[src/rtl/timer_pkg.sv]
// timer_pkg: register map offsets, CTRL bit positions and reset constants for timer_irq
package timer_pkg;
  localparam logic [2:0] OFF_CTRL   = 3'd0;
  localparam logic [2:0] OFF_PRESC  = 3'd1;
  localparam logic [2:0] OFF_COUNT  = 3'd2;
  localparam logic [2:0] OFF_CMP    = 3'd3;
  localparam logic [2:0] OFF_STATUS = 3'd4;
  localparam int CTRL_EN       = 0;
  localparam int CTRL_IRQ_EN   = 1;
  localparam int CTRL_PERIODIC = 2;
  localparam logic [31:0] CMP_RST = 32'hFFFF_FFFF;
endpackage

[src/rtl/timer_prescaler.sv]
// timer_prescaler: divides clk by PRESC+1 while enabled, pulsing tick_o on the last count
module timer_prescaler #(
  parameter int PRESC_W = 16
) (
  input  logic               clk_i,
  input  logic               rst_i,
  input  logic               en_i,
  input  logic               load_i,
  input  logic [PRESC_W-1:0] presc_i,
  output logic               tick_o
);
  logic [PRESC_W-1:0] pcnt_q, pcnt_d;
  always_comb begin
    tick_o = en_i & (pcnt_q == presc_i);
    pcnt_d = load_i ? '0 : tick_o ? '0 : en_i ? pcnt_q + 1'b1 : pcnt_q;
  end
  always_ff @(posedge clk_i) begin
    if (rst_i) pcnt_q <= '0;
    else pcnt_q <= pcnt_d;
  end
endmodule

[src/rtl/timer_irq.sv]
// timer_irq: memory-mapped prescaled timer with compare match and level interrupt
module timer_irq import timer_pkg::*; #(
  parameter logic [31:0] BASE_ADDR = 32'h0000_2000,
  parameter int          PRESC_W   = 16
) (
  input  logic        clk_i,
  input  logic        rst_i,
  input  logic [31:0] addr_i,
  input  logic [31:0] wdata_i,
  input  logic        we_i,
  output logic [31:0] rdata_o,
  output logic        hit_o,
  output logic        irq_o
);
  logic [2:0]         ctrl_q, ctrl_d;
  logic [PRESC_W-1:0] presc_q, presc_d;
  logic [31:0]        count_q, count_d, cmp_q, cmp_d, rd, rdata_d;
  logic               pend_q, pend_d, irq_d;
  logic               hit, wr, ctrl_wr, presc_wr, count_wr, cmp_wr, status_wr, tick, match;
  logic [2:0]         off;
  logic               unused_lsb;
  assign unused_lsb = ^addr_i[1:0];
  timer_prescaler #(.PRESC_W(PRESC_W)) u_presc (
    .clk_i  (clk_i),
    .rst_i  (rst_i),
    .en_i   (ctrl_q[CTRL_EN]),
    .load_i (ctrl_wr | presc_wr),
    .presc_i(presc_q),
    .tick_o (tick)
  );
  always_comb begin
    hit       = addr_i[31:5] == BASE_ADDR[31:5];
    off       = addr_i[4:2];
    wr        = hit & we_i;
    ctrl_wr   = wr & (off == OFF_CTRL);
    presc_wr  = wr & (off == OFF_PRESC);
    count_wr  = wr & (off == OFF_COUNT);
    cmp_wr    = wr & (off == OFF_CMP);
    status_wr = wr & (off == OFF_STATUS);
    ctrl_d    = ctrl_wr ? wdata_i[2:0] : ctrl_q;
    presc_d   = presc_wr ? wdata_i[PRESC_W-1:0] : presc_q;
    cmp_d     = cmp_wr ? wdata_i : cmp_q;
    // a software COUNT write overrides the tick, so no match can fire that cycle
    match     = tick & ~count_wr & (count_q == cmp_q);
    count_d   = count_wr ? wdata_i :
                (match & ctrl_q[CTRL_PERIODIC]) ? '0 :
                tick ? count_q + 1'b1 : count_q;
    pend_d    = match | (pend_q & ~(status_wr & wdata_i[0]));
    irq_d     = pend_q & ctrl_q[CTRL_IRQ_EN];
    rd        = (off == OFF_CTRL)   ? {29'd0, ctrl_q} :
                (off == OFF_PRESC)  ? {{(32-PRESC_W){1'b0}}, presc_q} :
                (off == OFF_COUNT)  ? count_q :
                (off == OFF_CMP)    ? cmp_q :
                (off == OFF_STATUS) ? {31'd0, pend_q} : '0;
    rdata_d   = hit ? rd : '0;
  end
  always_ff @(posedge clk_i) begin
    if (rst_i) begin
      ctrl_q  <= '0;
      presc_q <= '0;
      count_q <= '0;
      cmp_q   <= CMP_RST;
      pend_q  <= 1'b0;
      irq_o   <= 1'b0;
      hit_o   <= 1'b0;
      rdata_o <= '0;
    end else begin
      ctrl_q  <= ctrl_d;
      presc_q <= presc_d;
      count_q <= count_d;
      cmp_q   <= cmp_d;
      pend_q  <= pend_d;
      irq_o   <= irq_d;
      hit_o   <= hit;
      rdata_o <= rdata_d;
    end
  end
endmodule

[config.mk]
export PLATFORM = sky130hd
export DESIGN_NAME = timer_irq
export DESIGN_NICKNAME = d
export VERILOG_FILES = /design/src/rtl/timer_pkg.sv /design/src/rtl/timer_prescaler.sv /design/src/rtl/timer_irq.sv
export SDC_FILE = /design/constraint.sdc
export NUM_CORES = 1
export LEC_CHECK = 0
export CORE_ASPECT_RATIO = 0.8
export CORE_UTILIZATION = 41
export CTS_BUF_LIST = sky130_fd_sc_hd__clkbuf_16
export DETAILED_ROUTE_END_ITERATION = 7
export DONT_BUFFER_PORTS = 1
export PLACE_DENSITY = 0.66
export SLEW_MARGIN = 10
export SYNTH_ARGS = -nofsm -noshare
export SYNTH_HDL_FRONTEND = slang
export SYNTH_SLANG_ARGS = --single-unit
[constraint.sdc]
create_clock -name clk_i -period 2.49 [get_ports clk_i]
set_input_delay 0.498 -clock clk_i [delete_from_list [all_inputs] [get_ports clk_i]]
set_output_delay 0.498 -clock clk_i [all_outputs]
set_load 0.03 [all_outputs]
==> metrics.md, run 1 <==
| Metric | Value |
|---|---|
| Maxcap violations | `0` |
| Worst hold margin | `0.143 ns` |
| Die ar. | `16700 µm²` |
| CTS sink cnt | `134` |
| Hold_buf cts | `0` |
| Cell taking the most area after synthesis | `dfxtp_1` |
| CP Max Fanout | `9` |
| NetSw | `1.01 mW` |
| Pins over their slew limit | `0` |
| CP required | `2.78 ns` |
| Netlist cell types | `51` |
| Highest clock rate | `428 MHz` |
| Synth Area in Compound Gates | `14.1%` |
| Worst R2R Start | `presc_q[8]$_SDFFE_PP0P_` |
| Routed len/inst | `18.0 µm` |
| Worst Hold Class | `input pin to flip-flop` |
| Clock latency on the worst-skew pair | `0.43 ns` |
| Int Power | `4.06 mW` |
| Setup crit end | `count_q[16]$_SDFFE_PP0P_` |
| Vias per cell | `5.51` |
| Post-synthesis average cell area | `8.48 µm²` |
| Worst Skew | `0.0109 ns` |
| PwrDens | `642 nW/µm²` |
| Synth Area in Adders | `0.377%` |
| Gate Count Post-Synth | `782` |
| Root Driver | `clkbuf_16` |
| Total CTS buffers | `17` |
| GP Congestion | `0.858` |
| M1 GR Usage | `34.1%` |
| Slew margin rel. | `21.2%` |
| Final setup fails | `0` |
| Area added between synthesis and finish | `19.0%` |
| Mapped cell area | `6630 µm²` |
| Multiplexer share of the synthesized area | `10.6%` |
| Final std cells w/o fill | `1040` |
| First-pass GRT wire length | `29700 µm` |
| Seq/Total Area, Yosys | `40.4%` |
| Reg2reg end | `count_q[16]$_SDFFE_PP0P_` |
| Maximum buffer depth of the clock tree | `2` |
| Reg clk slew, reported paths | `0.06 ns` |
| XOR/XNOR Fraction of Synth Area | `8.19%` |
| Simple-gate area share of the yosys netlist | `22.0%` |
| Unrepaired setup endpoints after global routing | `no` |
| YS warnings | `0` |
| Slew @ Worst Pin | `1.17 ns` |
| Post-synth net total | `851` |
| Combinational power share | `2.0%` |
| Via count | `5735` |
| Core Area | `15800 µm²` |
| Main combinational cell family by area after synthesis | `simple AND/OR/NAND/NOR gates` |
| Placed insts | `1002` |
| Final Hold Vio Count | `0` |
| Yosys top cell area share | `40.4%` |
| Clock share of power | `55.7%` |
| Cell Rows | `41` |
| Final wirelength | `18700 µm` |
| Setup CP Type | `flip-flop to flip-flop` |
| Seq cells post-synth | `134` |
| Ys async rst share | `0%` |
| Antenna fix cells | `0` |
| Largest net degree at the start of global routing | `51` |
| Status | `finished, final reports clean` |
| VDD IR max | `0.415 mV` |
| Number of global-route vias before repair | `5472` |
| Met2 Use GR | `33.4%` |
| Share of cells above drive strength 1 | `15.0%` |
| Busiest grt layer | `met1` |
| DR pass1 iterations | `8` |
| Leakage power total | `2.95 nW` |
| Worst EP arrival | `2.62 ns` |
| Worst setup SP type | `flip-flop` |
| Antenna violations before repair | `0` |
| Tcrit/Tclk final | `93.7%` |
| Die Ht | `116 µm` |
| H-tree Lvls | `4` |
| Fin nets | `881` |
| Iteration-0 DRC Markers | `413` |
| Boundary Pins | `101` |
| GRT Total Usage | `23.7%` |
| Reg2Reg Setup Slack | `0.16 ns` |
| Gr ovfl total | `0` |
| Met3 usage | `7.27%` |
| Initial cell density of the core | `42.0%` |
| TritonCTS clock tree | `built` |
| Seq pwr share | `42.4%` |
| Worst setup path start | `presc_q[8]$_SDFFE_PP0P_` |
| Final ANT Viol Nets | `0` |
| Crit. End Element | `flip-flop` |
| Post-synth top flop | `dfxtp_1` |
| HPWL Detailed | `13200 µm` |
| Die Span X | `144 µm` |
| Leading post-synthesis cells by cell area | `dfxtp_1 40%, mux2i_1 8.6%, nor2_1 7.5%, xor2_1 6.6%, nand2_1 3.5%` |
| Switching Fraction | `19.9%` |
| Crit path time final | `2.33 ns` |
| IO Port Bufs | `0` |
| Reg2reg path depth | `8` |
| FILL cells | `1519` |
| DRC Markers | `0` |
| Post-synth EDFFs | `0` |
## routing by layer
| layer | vias up | share of wire, % |
|---|---|---|
| met3 | 17 | 9.0 |
| met4 | 0 | 1.6 |
| met5 | - | 0 |
| li1 | 2823 | - |
| met2 | 233 | 41 |
| met1 | 2662 | 48 |
## registers in the layout (all words and copies together), names as in the netlist
signal,flops
u_presc.pcnt_q,16
irq_o,1
presc_q,16
hit_o,1
ctrl_q,3
cmp_q,32
pend_q,1
rdata_o,32
count_q,32
## cells in the final DEF (no fill, tap or decap), drive strengths merged
| cell | instances |
|---|---|
| dfxtp | 134 |
| bufinv | 6 |
| a31oi | 11 |
| xor2 | 50 |
| nand2 | 61 |
| o41ai | 1 |
| a221oi | 1 |
| o21ai | 31 |
| clkinv | 7 |
| mux2 | 12 |
| nand3b | 1 |
| a22oi | 30 |
| and3b | 2 |
| nor2b | 6 |
| nor4bb | 1 |
| o211a | 1 |
| nand4 | 15 |
| ha | 2 |
| and3 | 13 |
| or2 | 1 |
| buf | 67 |
| or4 | 2 |
| o311ai | 1 |
| nor3 | 21 |
| clkbuf | 17 |
| mux2i | 57 |
| a41oi | 3 |
| a211oi | 30 |
| nor2 | 134 |
| nand3 | 17 |
| nand2b | 2 |
| inv | 10 |
| nor4b | 2 |
| nor3b | 2 |
| nor4 | 21 |
| or3 | 4 |
| o21bai | 4 |
| a21oi | 31 |
| o211ai | 2 |
| xnor2 | 12 |
## stage by stage
stage | power [mW] | TNS [ns] | utilization (%) | setup slack, ns | instance area, µm²
3_3_place_gp | 2.29 | -0.0229 | 45.4 | -0.0229 | 7170
3_5_place_dp | 2.29 | -0.105 | 45.4 | -0.0597 | 7170
5_1_grt | 5.22 | 0 | 50.0 | 0.0201 | 7900
6_report | 5.07 | 0 | 50.0 | 0.156 | 7900
2_1_floorplan | 2.28 | 0 | - | 0.240 | 6630
4_1_cts | 5.10 | 0 | 49.7 | 0.0980 | 7860
## power by group through the flow
| stage | Combinational (mW) | Sequential, mW | Clock, mW |
|---|---|---|---|
| 6_report | 0.0990 | 2.15 | 2.82 |
| 5_1_grt | 0.106 | 2.15 | 2.97 |
| 4_1_cts | 0.0986 | 2.15 | 2.86 |
| 3_5_place_dp | 0.0976 | 2.19 | 0 |
| 3_3_place_gp | 0.0962 | 2.19 | 0 |
| 2_1_floorplan | 0.0896 | 2.19 | 0 |
## worst max-delay path: stages, from the launching register on
cell and delay (ns):
dfxtp_1 0.33, xor2_1 0.18, nor4_2 0.26, buf_4 0.15, nand2_1 0.07, or4_4 0.59, buf_4 0.20, a221oi_1 0.30
a211oi_1 0.11
## synthesized netlist by cell type, types with 3 or more instances
| cell type | instances |
|---|---|
| a211oi_1 | 30 |
| a21oi_1 | 31 |
| a22oi_1 | 30 |
| a31oi_1 | 11 |
| a41oi_1 | 3 |
| and3_1 | 13 |
| buf_2 | 12 |
| clkbuf_1 | 38 |
| dfxtp_1 | 134 |
| inv_1 | 8 |
| mux2_2 | 12 |
| mux2i_1 | 57 |
| nand2_1 | 61 |
| nand3_1 | 16 |
| nand4_1 | 13 |
| nor2_1 | 132 |
| nor2b_1 | 6 |
| nor3_1 | 19 |
| nor4_1 | 20 |
| o21ai_0 | 30 |
| o21bai_1 | 4 |
| or3_1 | 4 |
| xnor2_1 | 12 |
| xor2_1 | 50 |
## worst min-delay path by stage
| stage | start | to | slack, ns | cells past startpoint |
|---|---|---|---|---|
| final | rst_i | presc_q[0]$_SDFFE_PP0P_ | 0.14 | 1 |
| after floorplan | pend_q$_SDFF_PP0_ | pend_q$_SDFF_PP0_ | 0.45 | 2 |
| after global routing | rst_i | count_q[10]$_SDFFE_PP0P_ | 0.12 | 1 |
| after global placement | ctrl_q[1]$_SDFFE_PP0P_ | irq_o$_SDFF_PP0_ | 0.48 | 1 |
| after detailed placement | ctrl_q[1]$_SDFFE_PP0P_ | irq_o$_SDFF_PP0_ | 0.49 | 1 |
| after CTS | rst_i | count_q[30]$_SDFFE_PP0P_ | 0.13 | 1 |
## kinds of logic after synthesis
logic type,count (synthesis)
compound gates,146
mux,69
buf+inv,64
flops,134
xor+xnor,62
fa+ha+maj,2
simple gates,305
## repair_timing
action | in CTS | in global routing
resized for setup | 1 | 3
pin swaps | 1 | 2
setup buffers | 3 | 3
endpoints found under the setup margin | 9 | 24
## layout make-up
type                       instances  area (µm²)  share of cell area [%]
clock buffer                      17         425                    5.39
clock inverter                    15         236                    3.00
inverter                           8        30.0                   0.380
multi-input combinational        584        3700                    46.9
sequential                       134        2680                    34.0
tap                              215         269                    3.41
timing repair buffer              67         548                    6.94
No activity file was read; power rests on OpenSTA's default activity.
==> inputs of run 2 (changes only) <==
--- a/config.mk
+++ b/config.mk
@@ -5,12 +5,11 @@
 export SDC_FILE = /design/constraint.sdc
 export NUM_CORES = 1
 export LEC_CHECK = 0
-export CORE_ASPECT_RATIO = 0.8
-export CORE_UTILIZATION = 41
+export CORE_UTILIZATION = 40
 export CTS_BUF_LIST = sky130_fd_sc_hd__clkbuf_16
 export DETAILED_ROUTE_END_ITERATION = 7
 export DONT_BUFFER_PORTS = 1
-export PLACE_DENSITY = 0.66
+export PLACE_DENSITY = 0.65
 export SLEW_MARGIN = 10
 export SYNTH_ARGS = -nofsm -noshare
 export SYNTH_HDL_FRONTEND = slang
==> constraint.sdc (replaced) <==
create_clock -name clk_i -period 2.93 [get_ports clk_i]
set_input_delay 0.586 -clock clk_i [delete_from_list [all_inputs] [get_ports clk_i]]
set_output_delay 0.586 -clock clk_i [all_outputs]
set_load 0.03 [all_outputs]
==> run 2 against run 1 <==
Against the previous run: sequential share of layout area is 1.9 points higher; worst hold slack improved by 0.087 ns; via count down 1.5%; register-to-register slack better by 0.06 ns; flip-flop and latch count stayed put; combinational power decreased by 23%; die area is 2.4% higher; design area down 5.3%; global-route usage is 0.98 points lower; count of clock-buffer cells in the layout unchanged.
==> metrics.md, run 2 (synthesis results as in run 1) <==
| Metric | Value |
|---|---|
| Status | `finished, final reports clean` |
| Worst setup SP type | `flip-flop` |
| Antenna fix cells | `0` |
| Pins over their slew limit | `0` |
| HPWL Detailed | `13000 µm` |
| Die ar. | `17100 µm²` |
| Worst Hold Class | `input pin to flip-flop` |
| Worst hold margin | `0.229 ns` |
| Worst Skew | `0.0102 ns` |
| Setup bufs post-CTS | `0` |
| Iteration-0 DRC Markers | `514` |
| NetSw | `0.849 mW` |
| H-tree Lvls | `4` |
| Post_cts resized | `0` |
| Routed len/inst | `18.5 µm` |
| Final std cells w/o fill | `994` |
| CTS sink cnt | `134` |
| Boundary Pins | `101` |
| DRC Markers | `0` |
| Switching Fraction | `20.2%` |
| Reg2Reg Setup Slack | `0.22 ns` |
| Die Span X | `131 µm` |
| Seq pwr share | `43.4%` |
| Reg clk slew, reported paths | `0.06 ns` |
| FILL cells | `1535` |
| Die Ht | `131 µm` |
| Setup crit end | `count_q[21]$_SDFFE_PP0P_` |
| Crit path time final | `2.71 ns` |
| DR pass1 iterations | `6` |
| IO Port Bufs | `0` |
| Most frequent cells in the layout | `134 x dfxtp_1, 132 x nor2_1, 61 x nand2_1` |
| Worst setup path start | `u_presc.pcnt_q[7]$_SDFFE_PP0P_` |
| Highest clock rate | `369 MHz` |
| Largest net degree at the start of global routing | `51` |
| PwrDens | `562 nW/µm²` |
| Fin nets | `835` |
| Vias per cell | `5.68` |
| Root Driver | `clkbuf_16` |
| Worst R2R Start | `u_presc.pcnt_q[7]$_SDFFE_PP0P_` |
| Leakage power total | `2.67 nW` |
| First-pass GRT wire length | `29300 µm` |
| Post-route setup TNS | `0 ns` |
| Final ANT Viol Nets | `0` |
| Biggest registers after layout | `cmp_q: 32 flops, count_q: 32 flops, rdata_o: 32 flops` |
| Crit path cell chain | `xor2_1, nor4_1, nand2_1, or4_1, nor2_4, a41oi_1, a211oi_1` |
| Tcrit/Tclk final | `92.6%` |
| Final wirelength | `18400 µm` |
| CP Max Fanout | `13` |
| VDD IR max | `0.395 mV` |
| Setup CP Type | `flip-flop to flip-flop` |
| Final Cell Area | `7480 µm²` |
| CP required | `3.26 ns` |
| Final Hold Vio Count | `0` |
| Combinational power share | `1.8%` |
| Int Power | `3.36 mW` |
| Maximum buffer depth of the clock tree | `2` |
| Cell Rows | `46` |
| Antenna violations before repair | `0` |
| Slew margin rel. | `16.2%` |
| Gr ovfl total | `0` |
| Hold_buf cts | `0` |
| Area added between synthesis and finish | `12.7%` |
| Total CTS buffers | `17` |
| Final setup fails | `0` |
| Core Area | `16100 µm²` |
| Initial cell density of the core | `41.3%` |
| CP max stage cell | `or4_1` |
| Clock share of power | `54.8%` |
| Crit-path max cell delay | `0.69 ns` |
| Number of global-route vias before repair | `5353` |
| Via count | `5648` |
| Worst EP arrival | `3.04 ns` |
| Unrepaired setup endpoints after global routing | `no` |
| TritonCTS clock tree | `built` |
| Reg2reg path depth | `7` |
| GRT Total Usage | `22.7%` |
| Most common cell after layout, fill and taps aside | `dfxtp_1` |
| Placed cell area | `6850 µm²` |
| Reg2reg end | `count_q[21]$_SDFFE_PP0P_` |
| Clock latency on the worst-skew pair | `0.43 ns` |
| Maxcap violations | `0` |
| Share of cells above drive strength 1 | `9.64%` |
| GP Congestion | `0.849` |
| Hold Startpoint | `rst_i` |
| Crit. End Element | `flip-flop` |
| Placed insts | `963` |
| Slew @ Worst Pin | `1.25 ns` |
-- run 2: changes by cell type in the layout (fill, tap and decap cells not counted), sizes merged --
cell,before,now
buf,67,21
bufinv,6,5
clkinv,7,8
inv,10,9
-- run 2: per-layer routing --
layer  global-route usage, %  part of all wire [%]
met1                    31.3                    47
met2                    33.3                    43
met3                    6.15                   8.5
met4                    9.13                   2.3
met5                       0                     0
-- run 2: power groups by stage --
stage	registers, mW	clock network, mW	logic [mW]
4_1_cts	1.83	2.34	0.0760
3_3_place_gp	1.87	0	0.0758
6_report	1.83	2.30	0.0760
3_5_place_dp	1.87	0	0.0755
5_1_grt	1.83	2.42	0.0815
2_1_floorplan	1.86	0	0.0761
-- run 2: metrics by stage --
| step | power (mW) | util, % | setup WS [ns] |
|---|---|---|---|
| after detailed placement | 1.94 | 42.6 | -0.00182 |
| after CTS | 4.24 | 46.6 | 0.249 |
| final | 4.21 | 46.6 | 0.218 |
| after floorplan | 1.94 | - | 0.592 |
| after global routing | 4.33 | 46.6 | 0.0683 |
| after global placement | 1.94 | 42.6 | 0.0637 |
-- run 2: critical path: cells and delay by family, from the launching register on --
| kind | cells | cell delay (ns) |
|---|---|---|
| AND/OR/NAND/NOR | 4 | 1.64 |
| AO/OA/AOI/OAI | 2 | 0.44 |
| flip-flops | 1 | 0.44 |
| XOR/XNOR | 1 | 0.10 |
-- run 2: area by class of cell --
class	count	area [µm²]	share of cell area, %
inverters	8	30.0	0.402
clock buffers	17	425	5.69
clock inverters	14	206	2.76
well taps	216	270	3.61
multi-input cells	584	3690	49.4
flip-flops and latches	134	2680	35.9
repair buffers	21	170	2.28
-- run 2: worst min-delay path by stage --
stage                                   to  depth (start not counted)
CTS                 ctrl_q[2]$_SDFFE_PP0P_                          1
floorplan                pend_q$_SDFF_PP0_                          2
finish                   pend_q$_SDFF_PP0_                          1
global placement         pend_q$_SDFF_PP0_                          2
global route        ctrl_q[2]$_SDFFE_PP0P_                          1
detailed placement       pend_q$_SDFF_PP0_                          2
